$ cat src/rtl/ghost_pkg.sv
// Shared definitions for the ghost control slice: mode encodings, direction
// constants, the sequencer state type and the state/phase -> mode mapping.
package ghost_pkg;

  localparam logic [3:0] MODE_CHASE   = 4'b1000;
  localparam logic [3:0] MODE_SCATTER = 4'b0100;
  localparam logic [3:0] MODE_FRIGHT  = 4'b0010;
  localparam logic [3:0] MODE_EATEN   = 4'b0001;

  localparam logic [15:0] LEFT  = 16'h0100;
  localparam logic [15:0] RIGHT = 16'hFF00;
  localparam logic [15:0] UP    = 16'h00FF;
  localparam logic [15:0] DOWN  = 16'h0001;

  typedef enum logic [1:0] {
    ST_SCHED  = 2'd0,
    ST_FRIGHT = 2'd1,
    ST_EATEN  = 2'd2
  } ghost_state_e;

  // Odd schedule phases are Chase, even ones Scatter; overrides win.
  function automatic logic [3:0] state_mode(input ghost_state_e st,
                                            input logic [2:0]   phase);
    logic [3:0] m;
    case (st)
      ST_FRIGHT: m = MODE_FRIGHT;
      ST_EATEN:  m = MODE_EATEN;
      default:   m = phase[0] ? MODE_CHASE : MODE_SCATTER;
    endcase
    return m;
  endfunction

endpackage

$ cat src/rtl/move_pacer.sv
// Move pacer: counts game ticks and emits a registered one-cycle update
// strobe every period_i ticks; clear_i restarts the count and suppresses
// any strobe in that cycle.
module move_pacer (
  input  logic       clk_i,
  input  logic       rst_i,
  input  logic       tick_i,
  input  logic       clear_i,
  input  logic [7:0] period_i,
  output logic       update_o
);

  logic [7:0] move_cnt_q, move_cnt_d;
  logic       update_q, update_d;

  // Next count and strobe for this cycle.
  always_comb begin
    move_cnt_d = move_cnt_q;
    update_d   = 1'b0;
    if (clear_i) begin
      move_cnt_d = '0;
    end else if (tick_i) begin
      if (move_cnt_q == period_i - 8'd1) begin
        update_d   = 1'b1;
        move_cnt_d = '0;
      end else begin
        move_cnt_d = move_cnt_q + 8'd1;
      end
    end
  end

  // Counter and strobe registers.
  always_ff @(posedge clk_i or posedge rst_i) begin
    if (rst_i) begin
      move_cnt_q <= '0;
      update_q   <= 1'b0;
    end else begin
      move_cnt_q <= move_cnt_d;
      update_q   <= update_d;
    end
  end

  assign update_o = update_q;

endmodule

$ cat src/rtl/ghost_mode_sequencer.sv
// Ghost mode sequencer: scatter/chase schedule with frightened and eaten
// overrides, reversal request and per-mode move pacing for one ghost.
// Optional frightened-ending flash output: define GHOST_FRIGHT_FLASH_EN.
module ghost_mode_sequencer
  import ghost_pkg::*;
#(
  parameter int unsigned SCATTER_LONG       = 7,
  parameter int unsigned SCATTER_SHORT      = 5,
  parameter int unsigned CHASE_LEN          = 20,
  parameter int unsigned FRIGHT_LEN         = 6,
  parameter int unsigned MOVE_PERIOD        = 2,
  parameter int unsigned FRIGHT_MOVE_PERIOD = 3,
  parameter int unsigned EATEN_MOVE_PERIOD  = 1
`ifdef GHOST_FRIGHT_FLASH_EN
  ,
  parameter int unsigned FLASH_TICKS        = 2
`endif
) (
  input  logic       clk,
  input  logic       reset,
  input  logic       tick,
  input  logic       power_pellet,
  input  logic       ghost_eaten,
  input  logic       ghost_home,
  output logic [3:0] mode,
  output logic       rotate,
  output logic       update,
  output logic       flash
);

  ghost_state_e state_q, state_d;
  logic [2:0]   phase_q, phase_d;
  logic [15:0]  sched_cnt_q, sched_cnt_d;
  logic [7:0]   fright_cnt_q, fright_cnt_d;
  logic         rotate_q, rotate_d;
  logic         rot_set;
  logic [15:0]  phase_len;
  logic [3:0]   mode_cur, mode_nxt;
  logic [7:0]   period;
  logic         mode_chg;
  logic         update_w;

  // State register: FSM state, schedule, fright timer and reversal flag.
  always_ff @(posedge clk or posedge reset) begin
    if (reset) begin
      state_q      <= ST_SCHED;
      phase_q      <= '0;
      sched_cnt_q  <= '0;
      fright_cnt_q <= '0;
      rotate_q     <= 1'b0;
    end else begin
      state_q      <= state_d;
      phase_q      <= phase_d;
      sched_cnt_q  <= sched_cnt_d;
      fright_cnt_q <= fright_cnt_d;
      rotate_q     <= rotate_d;
    end
  end

  // Next state: schedule advance, fright/eaten overrides, reversal set.
  always_comb begin
    state_d      = state_q;
    phase_d      = phase_q;
    sched_cnt_d  = sched_cnt_q;
    fright_cnt_d = fright_cnt_q;
    rot_set      = 1'b0;
    case (phase_q)
      3'd0, 3'd2: phase_len = 16'(SCATTER_LONG);
      3'd4, 3'd6: phase_len = 16'(SCATTER_SHORT);
      default:    phase_len = 16'(CHASE_LEN);
    endcase
    unique case (state_q)
      ST_SCHED: begin
        if (power_pellet) begin
          // Pellet beats a coincident phase boundary; schedule stays put.
          state_d      = ST_FRIGHT;
          fright_cnt_d = '0;
          rot_set      = 1'b1;
        end else if (tick) begin
          sched_cnt_d = sched_cnt_q + 16'd1;
          if (phase_q != 3'd7 && sched_cnt_q == phase_len - 16'd1) begin
            phase_d     = phase_q + 3'd1;
            sched_cnt_d = '0;
            rot_set     = 1'b1;
          end
        end
      end
      ST_FRIGHT: begin
        if (ghost_eaten) begin
          state_d = ST_EATEN;
        end else if (power_pellet) begin
          fright_cnt_d = '0;
        end else if (tick) begin
          if (fright_cnt_q == 8'(FRIGHT_LEN - 1)) begin
            state_d      = ST_SCHED;
            fright_cnt_d = '0;
          end else begin
            fright_cnt_d = fright_cnt_q + 8'd1;
          end
        end
      end
      ST_EATEN: begin
        if (ghost_home) state_d = ST_SCHED;
      end
      default: state_d = ST_SCHED;
    endcase
    rotate_d = rot_set | (rotate_q & ~update_w);
  end

  // Outputs: current/next mode and the move period of the current mode.
  always_comb begin
    mode_cur = state_mode(state_q, phase_q);
    mode_nxt = state_mode(state_d, phase_d);
    mode_chg = (mode_nxt != mode_cur);
    unique case (state_q)
      ST_FRIGHT: period = 8'(FRIGHT_MOVE_PERIOD);
      ST_EATEN:  period = 8'(EATEN_MOVE_PERIOD);
      default:   period = 8'(MOVE_PERIOD);
    endcase
  end

  move_pacer u_move_pacer (
    .clk_i    (clk),
    .rst_i    (reset),
    .tick_i   (tick),
    .clear_i  (mode_chg),
    .period_i (period),
    .update_o (update_w)
  );

  assign mode   = mode_cur;
  assign rotate = rotate_q;
  assign update = update_w;

`ifdef GHOST_FRIGHT_FLASH_EN
  logic flash_q, flash_d;

  // Flash toggles per tick in the last FLASH_TICKS of fright, else low.
  always_comb begin
    flash_d = flash_q;
    if (state_d != ST_FRIGHT || power_pellet) begin
      flash_d = 1'b0;
    end else if (tick && fright_cnt_d >= 8'(FRIGHT_LEN - FLASH_TICKS)) begin
      flash_d = ~flash_q;
    end
  end

  // Flash register.
  always_ff @(posedge clk or posedge reset) begin
    if (reset) flash_q <= 1'b0;
    else       flash_q <= flash_d;
  end

  assign flash = flash_q;
`else
  assign flash = 1'b0;
`endif

endmodule

$ cat config.mk
export PLATFORM = sky130hd
export DESIGN_NAME = ghost_mode_sequencer
export DESIGN_NICKNAME = d
export VERILOG_FILES = /design/src/rtl/ghost_pkg.sv /design/src/rtl/move_pacer.sv /design/src/rtl/ghost_mode_sequencer.sv
export SDC_FILE = /design/constraint.sdc
export NUM_CORES = 1
export LEC_CHECK = 0
export ABC_CLOCK_PERIOD_IN_PS = 2800
export CELL_PAD_IN_SITES_DETAIL_PLACEMENT = 1
export CELL_PAD_IN_SITES_GLOBAL_PLACEMENT = 2
export CORE_ASPECT_RATIO = 1.1
export CORE_MARGIN = 3
export CORE_UTILIZATION = 31
export CTS_CLUSTER_SIZE = 40
export DETAILED_ROUTE_END_ITERATION = 10
export PLACE_DENSITY = 0.76
export SLEW_MARGIN = 20
export SYNTH_ARGS = -nofsm -noshare
export SYNTH_HDL_FRONTEND = slang
export SYNTH_HIERARCHICAL = 1
export SYNTH_SLANG_ARGS = --single-unit
$ cat constraint.sdc
create_clock -name clk -period 2.8 [get_ports clk]
set_input_delay 0.56 -clock clk [delete_from_list [all_inputs] [get_ports clk]]
set_output_delay 0.56 -clock clk [all_outputs]
set_load 0.02 [all_outputs]
### Word level (Yosys, flattened, before mapping)

Index checks and enable logic that the tools add are counted.

| word-level totals | value |
|---|---|
| register bits | 39 |
| memory bits (read-only) | 0 |
| memories | 0 |
| bits in latches | 0 |
| bits of input ports | 6 |
| logic and storage cells | 77 |
| output and inout port bits | 7 |
| RAM bits | 0 |

| operators by class | value |
|---|---|
| order comparisons | 0 |
| shift operators | 0 |
| div/mod/pow operators | 0 |
| add/subtract/negate cells | 6 |
| bitwise gates (word level) | 4 |
| reduce and logical (&&, ||, !) cells | 10 |
| multiplexer cells | 34 |
| multipliers | 0 |
| eq/ne operators | 15 |

Operator list:

| operator | count |
|---|---|
| 8-bit two-way mux | 8 |
| 16-bit by 1-bit adder with 16-bit output (second input constant) | 1 |
| 8-bit by 1-bit adder with 8-bit output (second input constant) | 2 |
| 16-bit equality test | 1 |
| 16-bit two-way mux | 1 |
| 4-bit one-hot mux with 2 select lines | 2 |
| 8-bit one-hot mux with 2 select lines | 1 |
| 16-bit by 1-bit subtractor with 16-bit output (second input constant) | 1 |
| 2-bit two-way mux | 6 |
| 1-bit two-way mux | 11 |
| 5-bit one-hot mux with 2 select lines | 1 |
| 8-bit by 3-bit equality test with 1-bit output (second input constant) | 1 |
| 8-bit equality test | 1 |
| 4-bit two-way mux | 2 |
| 4-bit AND reduction | 2 |
| 3-bit equality test (second input constant) | 2 |
| 3-bit != test (second input constant) | 2 |
| 2-bit one-hot mux with 3 select lines | 1 |
| 2-bit by 1-bit equality test with 1-bit output (second input constant) | 2 |
| 2-bit equality test (second input constant) | 2 |
| 2-bit != test (second input constant) | 2 |
| 4-bit != test | 1 |
| 2-bit one-hot mux with 2 select lines | 1 |
| 2-bit nonzero test | 2 |
| 11 further kinds | 13 |

### Logic depth before layout (Yosys ltp)

Gate-level depths: netlist of run 1.

| depth | value |
|---|---|
| depth after elaboration | 14 |
| gate-level depth with buffers | 14 |

### Hierarchy

The synthesis of run 1 kept the hierarchy.

By module, submodules not included:

| module | cells an instance | sequential area each (um2) | times used | area an instance (um2) |
|---|---|---|---|---|
| ghost_mode_sequencer | 192 | 750.7 | 1 | 1863.0 |
| move_pacer | 86 | 225.2 | 1 | 744.5 |

### Least setup slack after synthesis of run 1

No wires, ideal clock.

| path | value |
|---|---|
| path type | register to register |
| start point | reg fright_cnt_q[1] |
| end point | reg u_move_pacer.move_cnt_q[2] |
| path slack | 0.076 ns |
| data arrival time | 2.599 ns |
| cell stages (with the launch flop) | 12 |
| path buffers | 1 |
| clock period less this slack | 2.724 ns |
| cells stage by stage | dfrtp_1 > inv_1 > ha_1 > nor4b_1 > a31oi_1 > o31ai_1 > inv_1 > ha_1 > xor2_1 > a2111o_1 > clkbuf_1 > a2111oi_0 |

| on the way | value |
|---|---|
| cells in the longest elaborated chain, start to end | 10 |

Ends and longest elaborated chain:

| what | line | RTL |
|---|---|---|
| from (decl) | ghost_mode_sequencer.sv:34 | `logic [7:0] fright_cnt_q, fright_cnt_d;` |
| from (signal assigned) | ghost_mode_sequencer.sv:55 | `fright_cnt_q <= fright_cnt_d;` |
| 8-bit by 3-bit equality test with 1-bit output * | ghost_mode_sequencer.sv:94 | `if (fright_cnt_q == 8'(FRIGHT_LEN - 1)) begin` |
| 2-bit two-way mux * | ghost_mode_sequencer.sv:94 |  |
| 2-bit two-way mux * | ghost_mode_sequencer.sv:93 | `end else if (tick) begin` |
| 2-bit two-way mux * | ghost_mode_sequencer.sv:91 | `end else if (power_pellet) begin` |
| 2-bit two-way mux * | ghost_mode_sequencer.sv:89 | `if (ghost_eaten) begin` |
| 2-bit one-hot mux with 3 select lines * | ghost_mode_sequencer.sv:72 | `unique case (state_q)` |
| net state_d[0] | ghost_mode_sequencer.sv:31 | `ghost_state_e state_q, state_d;` |
| 2-bit equality test / 2-bit by 1-bit equality test with 1-bit output (equally long branches) | ghost_pkg.sv:25 | `case (st)` |
| 4-bit one-hot mux with 2 select lines * | ghost_pkg.sv:25 |  |
| 4-bit != test * | ghost_mode_sequencer.sv:114 | `mode_chg = (mode_nxt != mode_cur);` |
| net mode_chg | ghost_mode_sequencer.sv:40 | `logic mode_chg;` |
| 8-bit two-way mux / 2-bit nonzero test (equally long branches) | -- |  |
| to (signal assigned) | move_pacer.sv:38 | `move_cnt_q <= move_cnt_d;` |
| to (decl) | move_pacer.sv:13 | `logic [7:0] move_cnt_q, move_cnt_d;` |

Mark *: on every way through the listed nets, which the timed path passes. The rest lies on a longest branch.
A chain may end at the register's enable or synchronous reset.

### Worst setup path after layout of run 1

| path | value |
|---|---|
| start point | reg fright_cnt_q[1] |
| end point | reg u_move_pacer.move_cnt_q[3] |

| on the way | value |
|---|---|
| cells in the longest elaborated chain, start to end | 10 |

Ends and longest elaborated chain:

| what | line |
|---|---|
| 8-bit by 3-bit equality test with 1-bit output * | ghost_mode_sequencer.sv:94 |
| 2-bit two-way mux * | ghost_mode_sequencer.sv:94 |
| 2-bit two-way mux * | ghost_mode_sequencer.sv:93 |
| 2-bit two-way mux * | ghost_mode_sequencer.sv:91 |
| 2-bit two-way mux * | ghost_mode_sequencer.sv:89 |
| 2-bit one-hot mux with 3 select lines * | ghost_mode_sequencer.sv:72 |
| 2-bit equality test / 2-bit by 1-bit equality test with 1-bit output (equally long branches) | ghost_pkg.sv:25 |
| 4-bit one-hot mux with 2 select lines * | ghost_pkg.sv:25 |
| 4-bit != test * | ghost_mode_sequencer.sv:114 |
| net mode_chg | ghost_mode_sequencer.sv:40 |
| 8-bit two-way mux / 2-bit nonzero test (equally long branches) | -- |

Marks and branches as above.

==> results of run 1 <==
==> cells by family (layout without fill, tap and decap cells) <==
logic type,Yosys count,after routing,synth area share (%)
mux,2,2,0.864
flops,39,39,37.4
buf+inv,24,62,3.74
simple gates,109,109,25.3
other cells,1,22,0.144
fa+ha+maj,14,14,6.72
xor+xnor,27,27,9.36
compound gates,62,63,16.4
==> sequential cells by signal, indices dropped and copies added, names as in the netlist <==
| name | count |
|---|---|
| rotate | 1 |
| sched_cnt_q | 16 |
| fright_cnt_q | 8 |
| phase_q | 3 |
| state_q | 2 |
| u_move_pacer/update_o | 1 |
| u_move_pacer/move_cnt_q | 8 |
==> how the worst max path moves through the flow <==
| stage | start | endpoint | slack (ns) | cells past startpoint |
|---|---|---|---|---|
| floorplan | fright_cnt_q[1]$_DFFE_PP0P_ | u_move_pacer/move_cnt_q[2]$_DFFE_PP0P_ | 0.08 | 11 |
| global placement | tick | u_move_pacer/move_cnt_q[2]$_DFFE_PP0P_ | -0.26 | 9 |
| detailed placement | tick | u_move_pacer/move_cnt_q[3]$_DFFE_PP0P_ | -0.42 | 9 |
| CTS | fright_cnt_q[1]$_DFFE_PP0P_ | u_move_pacer/move_cnt_q[7]$_DFFE_PP0P_ | 0.01 | 11 |
| global route | fright_cnt_q[1]$_DFFE_PP0P_ | u_move_pacer/move_cnt_q[3]$_DFFE_PP0P_ | -0.1 | 12 |
| finish | fright_cnt_q[1]$_DFFE_PP0P_ | u_move_pacer/move_cnt_q[3]$_DFFE_PP0P_ | 0.03 | 12 |
==> per-stage QoR <==
stage | setup WS [ns] | power, mW | TNS [ns] | hold WS (ns) | std cells
floorplan | 0.0762 | 1.32 | 0 | 0.388 | 299
global placement | -0.258 | 1.61 | -2.09 | 0.467 | 432
detailed placement | -0.423 | 1.64 | -3.12 | 0.461 | 432
CTS | 0.0103 | 2.39 | 0 | 0.479 | 443
global route | -0.0983 | 2.69 | -0.229 | 0.501 | 446
finish | 0.0290 | 2.51 | 0 | 0.477 | 446
==> cell usage in the layout, fill, tap and decap left out, types with 3 or more instances in the layout <==
master,instances
nor2b_1,6
clkbuf_8,5
nand2_1,19
ha_4,4
a21oi_1,5
nor3_1,8
clkdlybuf4s50_1,9
nor4_1,4
buf_4,27
a32oi_1,5
nor2_1,12
a31oi_1,6
nand3_1,14
dfrtp_1,39
nand2b_1,6
nand3b_1,3
o21ai_0,16
xnor2_1,11
a2111oi_2,5
nor3b_1,3
and3_1,7
xor2_1,13
conb_1,22
ha_1,10
inv_1,12
nand4_1,5
==> final cells by class <==
cell class / instances / area share, %
Clock buffer: 6 / 2.11
Clock inverter: 2 / 1.75
Inverter: 15 / 1.71
Multi-Input combinational cell: 237 / 52.5
Sequential cell: 39 / 28.4
Tap cell: 108 / 3.93
Timing Repair Buffer: 39 / 9.62
==> power by group through the flow <==
stage          clock (mW)  combinational [mW]  sequential [mW]
3_3_place_gp            0               0.897            0.709
6_report            0.563                1.24            0.704
3_5_place_dp            0               0.931            0.711
4_1_cts             0.581                1.11            0.703
5_1_grt             0.603                1.37            0.717
2_1_floorplan           0               0.623            0.697
==> per-layer routing <==
layer | up-vias | share of wire, % | routed length, um
met3 | 4 | 1.5 | 98
met4 | 0 | 0.77 | 52
li1 | 1113 | - | -
met5 | - | 0 | 0
met2 | 11 | 54 | 3640
met1 | 1122 | 44 | 2950
==> what timing repair did <==
action / in CTS / in global routing
cloned: 1 / 0
hold endpoints to repair: 0 / 0
setup buffers: 2 / 3
pin swaps: 5 / 7
resized for setup: 25 / 16
endpoints found under the setup margin: 8 / 9
==> results.md, run 1 <==
- Outcome: completed
- Syn. warnings: 6
- Area of the multi-input gates: 0.00180 mm2
- Buffers on Ports: 11
- Final WL: 6.74 mm
- Share of the synthesized area in the top cell type: 37.4%
- Post-synth EDFFs: 0
- Synthesized area: around 0.0026 mm2
- Total CTS buffers: 5
- Drt wl/cell: around 15 um
- Combinational share of power: 49.6%
- Worst-path maximum fanout: 6
- CTS tree: done
- Drt first-iter violations: 72
- Switching pwr: about 0.97 mW
- Yosys top cell by area: dfrtp_1
- Crit path max-delay family: compound AO/OA/AOI/OAI gates
- Core Util, Final: 42.7%
- Max incr delay on CP: 0.47 ns
- Vias in the first global route: 2377
- Slew @ Worst Pin: 0.545 ns
- Fraction of registers with async set/reset: 100%
- Minimum clock period: 2.77 ns
- I/O Pins: 13
- CP startpoint kind: flop
- IR drop worst, VDD: 0.353 mV
- P_int: roughly 1.5 mW
- Height of the die: 102 um
- WS Path Type: flop to flop
- Site Rows: 34
- Hold_sp: sched_cnt_q[15]$_DFFE_PP0P_
- Core area: 0.00804 mm2
- TritonRoute pass-1 iters: 4
- CP max-delay cell: a2111o_2
- FF-to-FF Start: fright_cnt_q[1]$_DFFE_PP0P_
- FF+latch area: 976 um2
- WHS Path Cells: 1
- Post-synth cell types: 59
- Count leader, synth: dfrtp_1
- CP endpoint kind: flop
- CTS max path bufs: 2
- WP data arrival: 2.97 ns
- H-Tree Depth: 2
- Global-route wire length before repair: 11.2 mm
- Initial antenna violation count: 0
- Cell Pwr Density: 731 mW/mm2
- Total global routing overflow: 0
- DR vias/cell: 5.04
- Post-DRT Antenna Nets: 0
- Area contributors post-synth: dfrtp_1, ha_1, xor2_1
- Worst r2r dst: u_move_pacer/move_cnt_q[3]$_DFFE_PP0P_
- Met3 Track Usage GR: 2.65%
- Yosys reg bits: 39
- Final hold viol count: 0
- Req. time, crit path: 3.00 ns
- M2 GR Usage: 27.0%
- Layout cells sized above 1: 22.5%
- Placed inst area: 0.00306 mm2
- Worst R2R Path Depth: 12
- Clock Skews: between 0.01 and 0.015 ns
- Clk sink count: 39
- Worst Path Buf+Inv: 4
- Setup violators final: 0
- Root buffer cell: clkbuf_8
- Die area: 0.00955 mm2
- Syn-to-layout area delta: 31.7%
- Leak: 1.49 nW
- RSZ-0062 raised after global routing: yes
- Synth top cells by count: dfrtp_1, nand2_1, o21ai_0
- FILL cells: between 900 and 1k
- Final Cycle Share: 99.0%
- Routed vias: 2250
- Hold_buf cts: 0
- Placer Congestion: 0.834
- Sequential area share after synthesis: between 30 and 40%
- Half-perimeter wire length after placement: just under 5 mm
- Sw Ratio: 38.7%
- CP cell instances: inv_2 -> ha_4 -> nor4b_4 -> buf_4 -> a31oi_4 -> o31ai_4 -> buf_4 -> buf_4 -> ha_4 -> xnor2_2 -> a2111o_2 -> a2111oi_4
- Worst slew margin: 63.4%
- Initial Utilization: 32.4%
- Post-Syn Area per Cell: approximately 9.4 um2
- Skew-Pair Late Insertion Delay: around 0.29 ns
- Max-Cap Viols: 0
- Worst-path clk slew: 0.09 ns
- Synth Instances: 278
- Met1 global-route usage: 17.5%
- N_diodes: 0
- Sequential Power Share: 28.0%
- Prevailing post-synth register cell: dfrtp_1
- Hold worst-path end: sched_cnt_q[15]$_DFFE_PP0P_
- Chip width: 93.4 um
- Largest net degree at the start of global routing: 31
- FMAX: 361 MHz
- Crit path top cell by count: buf_4
- Final Max Slew Viols: 0
- Clock power share: 22.4%
- GRT Util Overall: between 10% and 20%
- NumNets Final: 357
- R2r setup slk: 0.03 ns
- Final instance area: 0.00343 mm2
- Tightest Hold Check Type: flop to flop
- Global route hottest layer: met2
- # DRC: 0
(Power assumes the default switching activity.)
==> run 2: changes to the inputs <==
--- a/config.mk
+++ b/config.mk
@@ -5,7 +5,7 @@
 export SDC_FILE = /design/constraint.sdc
 export NUM_CORES = 1
 export LEC_CHECK = 0
-export ABC_CLOCK_PERIOD_IN_PS = 2800
+export ABC_CLOCK_PERIOD_IN_PS = 2300
 export CELL_PAD_IN_SITES_DETAIL_PLACEMENT = 1
 export CELL_PAD_IN_SITES_GLOBAL_PLACEMENT = 2
 export CORE_ASPECT_RATIO = 1.1
@@ -14,6 +14,7 @@
 export CTS_CLUSTER_SIZE = 40
 export DETAILED_ROUTE_END_ITERATION = 10
 export PLACE_DENSITY = 0.76
+export SKIP_CTS_REPAIR_TIMING = 1
 export SLEW_MARGIN = 20
 export SYNTH_ARGS = -nofsm -noshare
 export SYNTH_HDL_FRONTEND = slang
==> constraint.sdc (replaced) <==
create_clock -name clk -period 2.3 [get_ports clk]
set_input_delay 0.46 -clock clk [delete_from_list [all_inputs] [get_ports clk]]
set_output_delay 0.46 -clock clk [all_outputs]
set_load 0.02 [all_outputs]
==> results.md, run 2 (synthesis gave the netlist of run 1 again) <==
- Layout cells sized above 1: 28.7% (+6.2 points)
- # DRC: 0 (unchanged)
- Tightest Hold Check Type: primary input to async pin
- Worst Path Buf+Inv: 2 (-2)
- Die area: 0.00955 mm2 (unchanged)
- Sequential Power Share: 27.4% (-0.6 points)
- Combinational share of power: 54.0% (+4.4 points)
- Setup violators final: 9 (+9)
- Commonest cells after routing, fill and taps aside: buf_4, dfrtp_1, conb_1
- Outcome: complete, but fails checks
- Height of the die: 102 um (unchanged)
- Total CTS buffers: 5 (unchanged)
- CP max-delay cell: a2111o_2
- FMAX: 362 MHz (+0.33%)
- CTS max path bufs: 2 (unchanged)
- Req. time, crit path: 2.50 ns (-0.50 ns)
- Final Max Slew Viols: 0 (unchanged)
- IR drop worst, VDD: 0.479 mV (+36%)
- Clock Skews: 0.0143 ns (+0.00338 ns)
- WS Path Type: flop to flop
- CP startpoint kind: flop
- CP endpoint kind: flop
- Largest net degree at the start of global routing: 31 (unchanged)
- WP data arrival: 2.96 ns (about the same)
- Placer Congestion: 0.753 (-9.7%)
- Drt wl/cell: 15.6 um (+3.1%)
- Skew-Pair Late Insertion Delay: 0.30 ns (about the same)
- Most common cell after layout, fill and taps aside: buf_4
- Sw Ratio: 39.9% (+1.2 points)
- Cell Pwr Density: 847 mW/mm2 (+16%)
- Leak: 1.65 nW (+11%)
- Worst-path clk slew: 0.09 ns (about the same)
- Switching pwr: 1.24 mW (+28%)
- Minimum clock period: 2.76 ns (-0.00905 ns)
- Final WS setup: -0.462 ns (-0.491 ns)
- Vias in the first global route: 2453 (+3.2%)
- Post-DRT Antenna Nets: 0 (unchanged)
- Buffers on Ports: 11 (unchanged)
- Placed inst area: 0.00330 mm2 (+7.9%)
- DR vias/cell: 5.04 (-0.17%)
- RSZ-0062 raised after global routing: yes
- Max incr delay on CP: 0.45 ns (-0.02 ns)
- N_diodes: 0 (unchanged)
- CP cell instances: inv_2 -> ha_4 -> nor4b_4 -> a31oi_1 -> o21ai_1 -> a21oi_2 -> ha_1 -> xnor2_2 -> a2111o_2 -> buf_4 -> a2111oi_4
- Clock power share: 18.5% (-3.9 points)
- Syn-to-layout area delta: 40.5%
- Total global routing overflow: 0 (unchanged)
- Final hold viol count: 0 (unchanged)
- TritonRoute pass-1 iters: 4 (unchanged)
- Start point of the critical path: fright_cnt_q[1]$_DFFE_PP0P_
- Half-perimeter wire length after placement: 5.24 mm (+8.2%)
- Final instance area: 0.00366 mm2 (+6.7%)
- Post-route setup TNS: -3.43 ns (-3.43 ns)
- GRT Util Overall: 15.5% (+0.83 points)
- FF-to-FF Start: fright_cnt_q[1]$_DFFE_PP0P_
- Largest registers: sched_cnt_q x16, fright_cnt_q x8, u_move_pacer/move_cnt_q x8
- Final Cycle Share: 120% (+21 points)
- Routed vias: 2372 (+5.4%)
- I/O Pins: 13 (unchanged)
- Core area: 0.00804 mm2 (unchanged)
- Site Rows: 34 (unchanged)
- Crit path max-delay family: compound AO/OA/AOI/OAI gates
- Core Util, Final: 45.6% (+2.9 points)
- Failing checks: setup timing
- P_int: 1.87 mW (+21%)
- Worst-path maximum fanout: 6 (unchanged)
- H-Tree Depth: 2 (unchanged)
- Most flops, register: sched_cnt_q
- NumNets Final: 383 (+7.3%)
- Drt first-iter violations: 60 (-17%)
- Root buffer cell: clkbuf_8
- Number of flip-flops in the largest register: 16 (unchanged)
- Max-Cap Viols: 0 (unchanged)
- CTS tree: done
- Initial Utilization: 32.4% (unchanged)
- Clk sink count: 39 (unchanged)
- Initial antenna violation count: 0 (unchanged)
- Global-route wire length before repair: 11.7 mm (+5.0%)
- Chip width: 93.4 um (unchanged)
- Final WL: 7.34 mm (+8.9%)
-- run 2: cell types whose count changed in the layout (fill, tap and decap cells not counted), moves of 3 or more --
cell | previous run | this run
buf_4 | 27 | 51
ha_2 | 0 | 3
dlymetal6s2s_1 | 0 | 4
a2111oi_2 | 5 | 1
a2111oi_4 | 1 | 5
-- run 2: area by class of cell --
class | count | area [um2]
Multi-Input combinational cell | 237 | 1830
Clock buffer | 5 | 68.8
Tap cell | 108 | 135
Timing Repair Buffer | 65 | 559
Clock inverter | 2 | 37.5
Sequential cell | 39 | 977
Inverter | 15 | 56.3
Fill cell | 913 | 4380
-- run 2: path summary, 6_finish.rpt --
kind,endpoint,slack (ns),cells after the start
setup / recovery,u_move_pacer/move_cnt_q[7]$_DFFE_PP0P_,-0.46,11
hold / removal,u_move_pacer/move_cnt_q[3]$_DFFE_PP0P_,0.47,2
setup reg to reg,u_move_pacer/move_cnt_q[7]$_DFFE_PP0P_,-0.46,11
hold reg to reg,sched_cnt_q[15]$_DFFE_PP0P_,0.48,1
max in group asynchronous,fright_cnt_q[0]$_DFFE_PP0P_,1.36,3
min in group clk,sched_cnt_q[15]$_DFFE_PP0P_,0.48,1
-- run 2: power by group through the flow --
stage          logic, mW  clock network, mW  registers (mW)
2_1_floorplan      0.873                  0           0.849
3_3_place_gp        1.30                  0           0.857
3_5_place_dp        1.33                  0           0.860
4_1_cts             1.34              0.589           0.847
5_1_grt             1.84              0.622           0.861
6_report            1.68              0.576           0.852
-- run 2: routing by layer --
layer / share of wire, % / vias to the layer above / wire length (um) / track usage (%)
met3: 1.3 / 7 / 93 / 2.43
li1: - / 1166 / - / -
met4: 1.4 / 0 / 104 / 3.83
met5: 0 / - / 0 / 0
met1: 42 / 1187 / 3120 / 18.6
met2: 55 / 12 / 4030 / 28.7
-- run 2: stage by stage --
stage / worst slack, ns / std cells / hold WS (ns) / power [mW]
floorplan: -0.202 / 299 / 0.288 / 1.72
global placement: -0.661 / 455 / 0.462 / 2.15
detailed placement: -0.760 / 455 / 0.470 / 2.19
CTS: -0.620 / 462 / 0.471 / 2.77
global route: -0.576 / 471 / 0.496 / 3.32
finish: -0.462 / 471 / 0.468 / 3.11
==> run 3: changes to the inputs <==
--- a/config.mk
+++ b/config.mk
@@ -13,8 +13,9 @@
 export CORE_UTILIZATION = 31
 export CTS_CLUSTER_SIZE = 40
 export DETAILED_ROUTE_END_ITERATION = 10
+export GPL_TIMING_DRIVEN = 0
 export PLACE_DENSITY = 0.76
-export SKIP_CTS_REPAIR_TIMING = 1
+export SKIP_LAST_GASP = 1
 export SLEW_MARGIN = 20
 export SYNTH_ARGS = -nofsm -noshare
 export SYNTH_HDL_FRONTEND = slang
==> results.md, run 3 (synthesis gave the netlist of run 1 again) <==
- Final WS setup: -0.420 ns (+0.0422 ns)
- Sw Ratio: 39.7% (-0.26 points)
- Failing checks: setup timing
- Core area: 0.00804 mm2 (unchanged)
- Clock power share: 21.1% (+2.6 points)
- Placed inst area: 0.00300 mm2 (-9.3%)
- Chip width: 93.4 um (unchanged)
- CP cell instances: inv_2 -> ha_4 -> nor4b_4 -> a31oi_1 -> o21ai_1 -> a21oi_2 -> ha_1 -> xnor2_1 -> a2111o_1 -> clkbuf_8 -> a2111oi_4
- Die area: 0.00955 mm2 (unchanged)
- NumNets Final: 346 (-9.7%)
- Setup violators final: 9 (unchanged)
- Slew @ Worst Pin: ~0.73 ns
- Combinational share of power: 49.5% (-4.5 points)
- Layout cells sized above 1: 19.6% (-9.1 points)
- FMAX: 368 MHz (+1.6%)
- Placer Congestion: 0.724 (-3.8%)
- Minimum clock period: 2.72 ns (-0.0422 ns)
- Commonest cells after routing, fill and taps aside: dfrtp_1, conb_1, nand2_1
- P_int: 1.77 mW (-5.0%)
- Final hold viol count: 0 (unchanged)
- Initial antenna violation count: 0 (unchanged)
- Worst Path Buf+Inv: 2 (unchanged)
- Hold_sp: sched_cnt_q[15]$_DFFE_PP0P_
- Max incr delay on CP: 0.46 ns (about the same)
- Global-route wire length before repair: 11.7 mm (about the same)
- Drt first-iter violations: 82 (+37%)
- Sequential Power Share: 29.5% (+2.1 points)
- # DRC: 0 (unchanged)
- Worst slew margin: 51.4%
- FILL cells: 938 (+2.7%)
- Most flops, register: sched_cnt_q
- N_diodes: 0 (unchanged)
- DR vias/cell: 5.17 (+2.6%)
- CP startpoint kind: flop
- WS Path Type: flop to flop
- Total global routing overflow: 0 (unchanged)
- Most common cell after layout, fill and taps aside: dfrtp_1
- IR drop worst, VDD: 0.559 mV (+17%)
- GRT Util Overall: 15.5% (about the same)
- Vias in the first global route: 2516 (+2.6%)
- Post-route setup TNS: -3.26 ns (+0.166 ns)
- Buffers on Ports: 11 (unchanged)
- Site Rows: 34 (unchanged)
- Leak: 1.43 nW (-13%)
- Total CTS buffers: 5 (unchanged)
- DP Cell Count: 418 (-8.1%)
- Cell Pwr Density: 887 mW/mm2 (+4.7%)
- Height of the die: 102 um (unchanged)
- WP data arrival: 2.92 ns (-0.04 ns)
- Outcome: complete, but fails checks
- Final WL: 6.57 mm (-11%)
- H-Tree Depth: 2 (unchanged)
- Skew-Pair Late Insertion Delay: 0.30 ns (about the same)
- Largest registers: sched_cnt_q x16, fright_cnt_q x8, u_move_pacer/move_cnt_q x8
- Switching pwr: 1.17 mW (-6.0%)
- Fin cells: 435 (-7.6%)
- RSZ-0062 raised after global routing: yes
- Clk sink count: 39 (unchanged)
- Max-Cap Viols: 0 (unchanged)
- Final Max Slew Viols: 0 (unchanged)
- Core Util, Final: 41.2% (-4.4 points)
- Clock Skews: 0.00656 ns (-0.00771 ns)
- Post-DRT Antenna Nets: 0 (unchanged)
- Final instance area: 0.00331 mm2 (-9.6%)
- CTS tree: done
- CP endpoint kind: flop
- I/O Pins: 13 (unchanged)
- Routed vias: 2248 (-5.2%)
- Largest net degree at the start of global routing: 31 (unchanged)
- CTS max path bufs: 2 (unchanged)
- Initial Utilization: 32.4% (unchanged)
- Root buffer cell: clkbuf_8
- Half-perimeter wire length after placement: 4.57 mm (-13%)
- Start point of the critical path: fright_cnt_q[1]$_DFFE_PP0P_
- FF-to-FF Start: fright_cnt_q[1]$_DFFE_PP0P_
- Syn-to-layout area delta: 27.0%
- Dpl ws: -1.14 ns (-0.383 ns)
- CP max-delay cell: a2111o_1
- Drt wl/cell: 15.1 um (-3.1%)
- Crit path max-delay family: compound AO/OA/AOI/OAI gates
- Hold_buf cts: 0
- Tightest Hold Check Type: flop to flop
- Number of flip-flops in the largest register: 16 (unchanged)
- Final Cycle Share: 118% (-1.8 points)
- Req. time, crit path: 2.50 ns (about the same)
- TritonRoute pass-1 iters: 4 (unchanged)
- Worst-path maximum fanout: 5 (-1)
- Worst-path clk slew: 0.09 ns (about the same)
[run 3: layer usage]
layer / track usage (%) / wire (um) / vias up
met5: 0 / 0 / -
met4: 7.22 / 157 / 0
met3: 2.43 / 119 / 14
met2: 28.2 / 3470 / 18
met1: 17.7 / 2820 / 1133
li1: - / - / 1083
[run 3: per-stage QoR]
step | total power [mW] | hold WS, ns
5_1_grt | 3.18 | 0.502
3_5_place_dp | 2.04 | 0.462
4_1_cts | 2.90 | 0.475
3_3_place_gp | 2.00 | 0.464
6_report | 2.94 | 0.468
2_1_floorplan | 1.72 | 0.288
[run 3: final cells by class]
cell class / instances / area, um2 / share of cell area [%]
clock buffer: 6 / 82.6 / 2.49
sequential: 39 / 977 / 29.5
inverter: 15 / 56.3 / 1.70
timing repair buffer: 21 / 209 / 6.31
clock inverter: 2 / 35.0 / 1.06
multi-input combinational: 236 / 1770 / 53.4
buffer: 8 / 47.5 / 1.44
tap: 108 / 135 / 4.08
[run 3: path summary, 6_finish.rpt]
kind	end	slack (ns)	depth (start not counted)
worst max-delay path	u_move_pacer/move_cnt_q[6]$_DFFE_PP0P_	-0.42	11
worst min-delay path	sched_cnt_q[15]$_DFFE_PP0P_	0.47	1
worst max register to register	u_move_pacer/move_cnt_q[6]$_DFFE_PP0P_	-0.42	11
worst min register to register	sched_cnt_q[15]$_DFFE_PP0P_	0.47	1
max in group asynchronous	fright_cnt_q[0]$_DFFE_PP0P_	1.21	2
min in group asynchronous	u_move_pacer/move_cnt_q[6]$_DFFE_PP0P_	0.50	2
[run 3: power by group through the flow]
stage	logic [mW]	clock network, mW	registers (mW)
3_5_place_dp	1.16	0	0.881
2_1_floorplan	0.873	0	0.849
6_report	1.45	0.619	0.866
5_1_grt	1.62	0.670	0.881
4_1_cts	1.40	0.640	0.864
3_3_place_gp	1.12	0	0.880
[run 3: timing repair]
action                                  CTS  global route
endpoints found under the setup margin   11            11
pin swaps                                 9             2
hold endpoints to repair                  0             0
cloned                                    1             0
resized for setup                        23            10
buffers inserted                          8             1
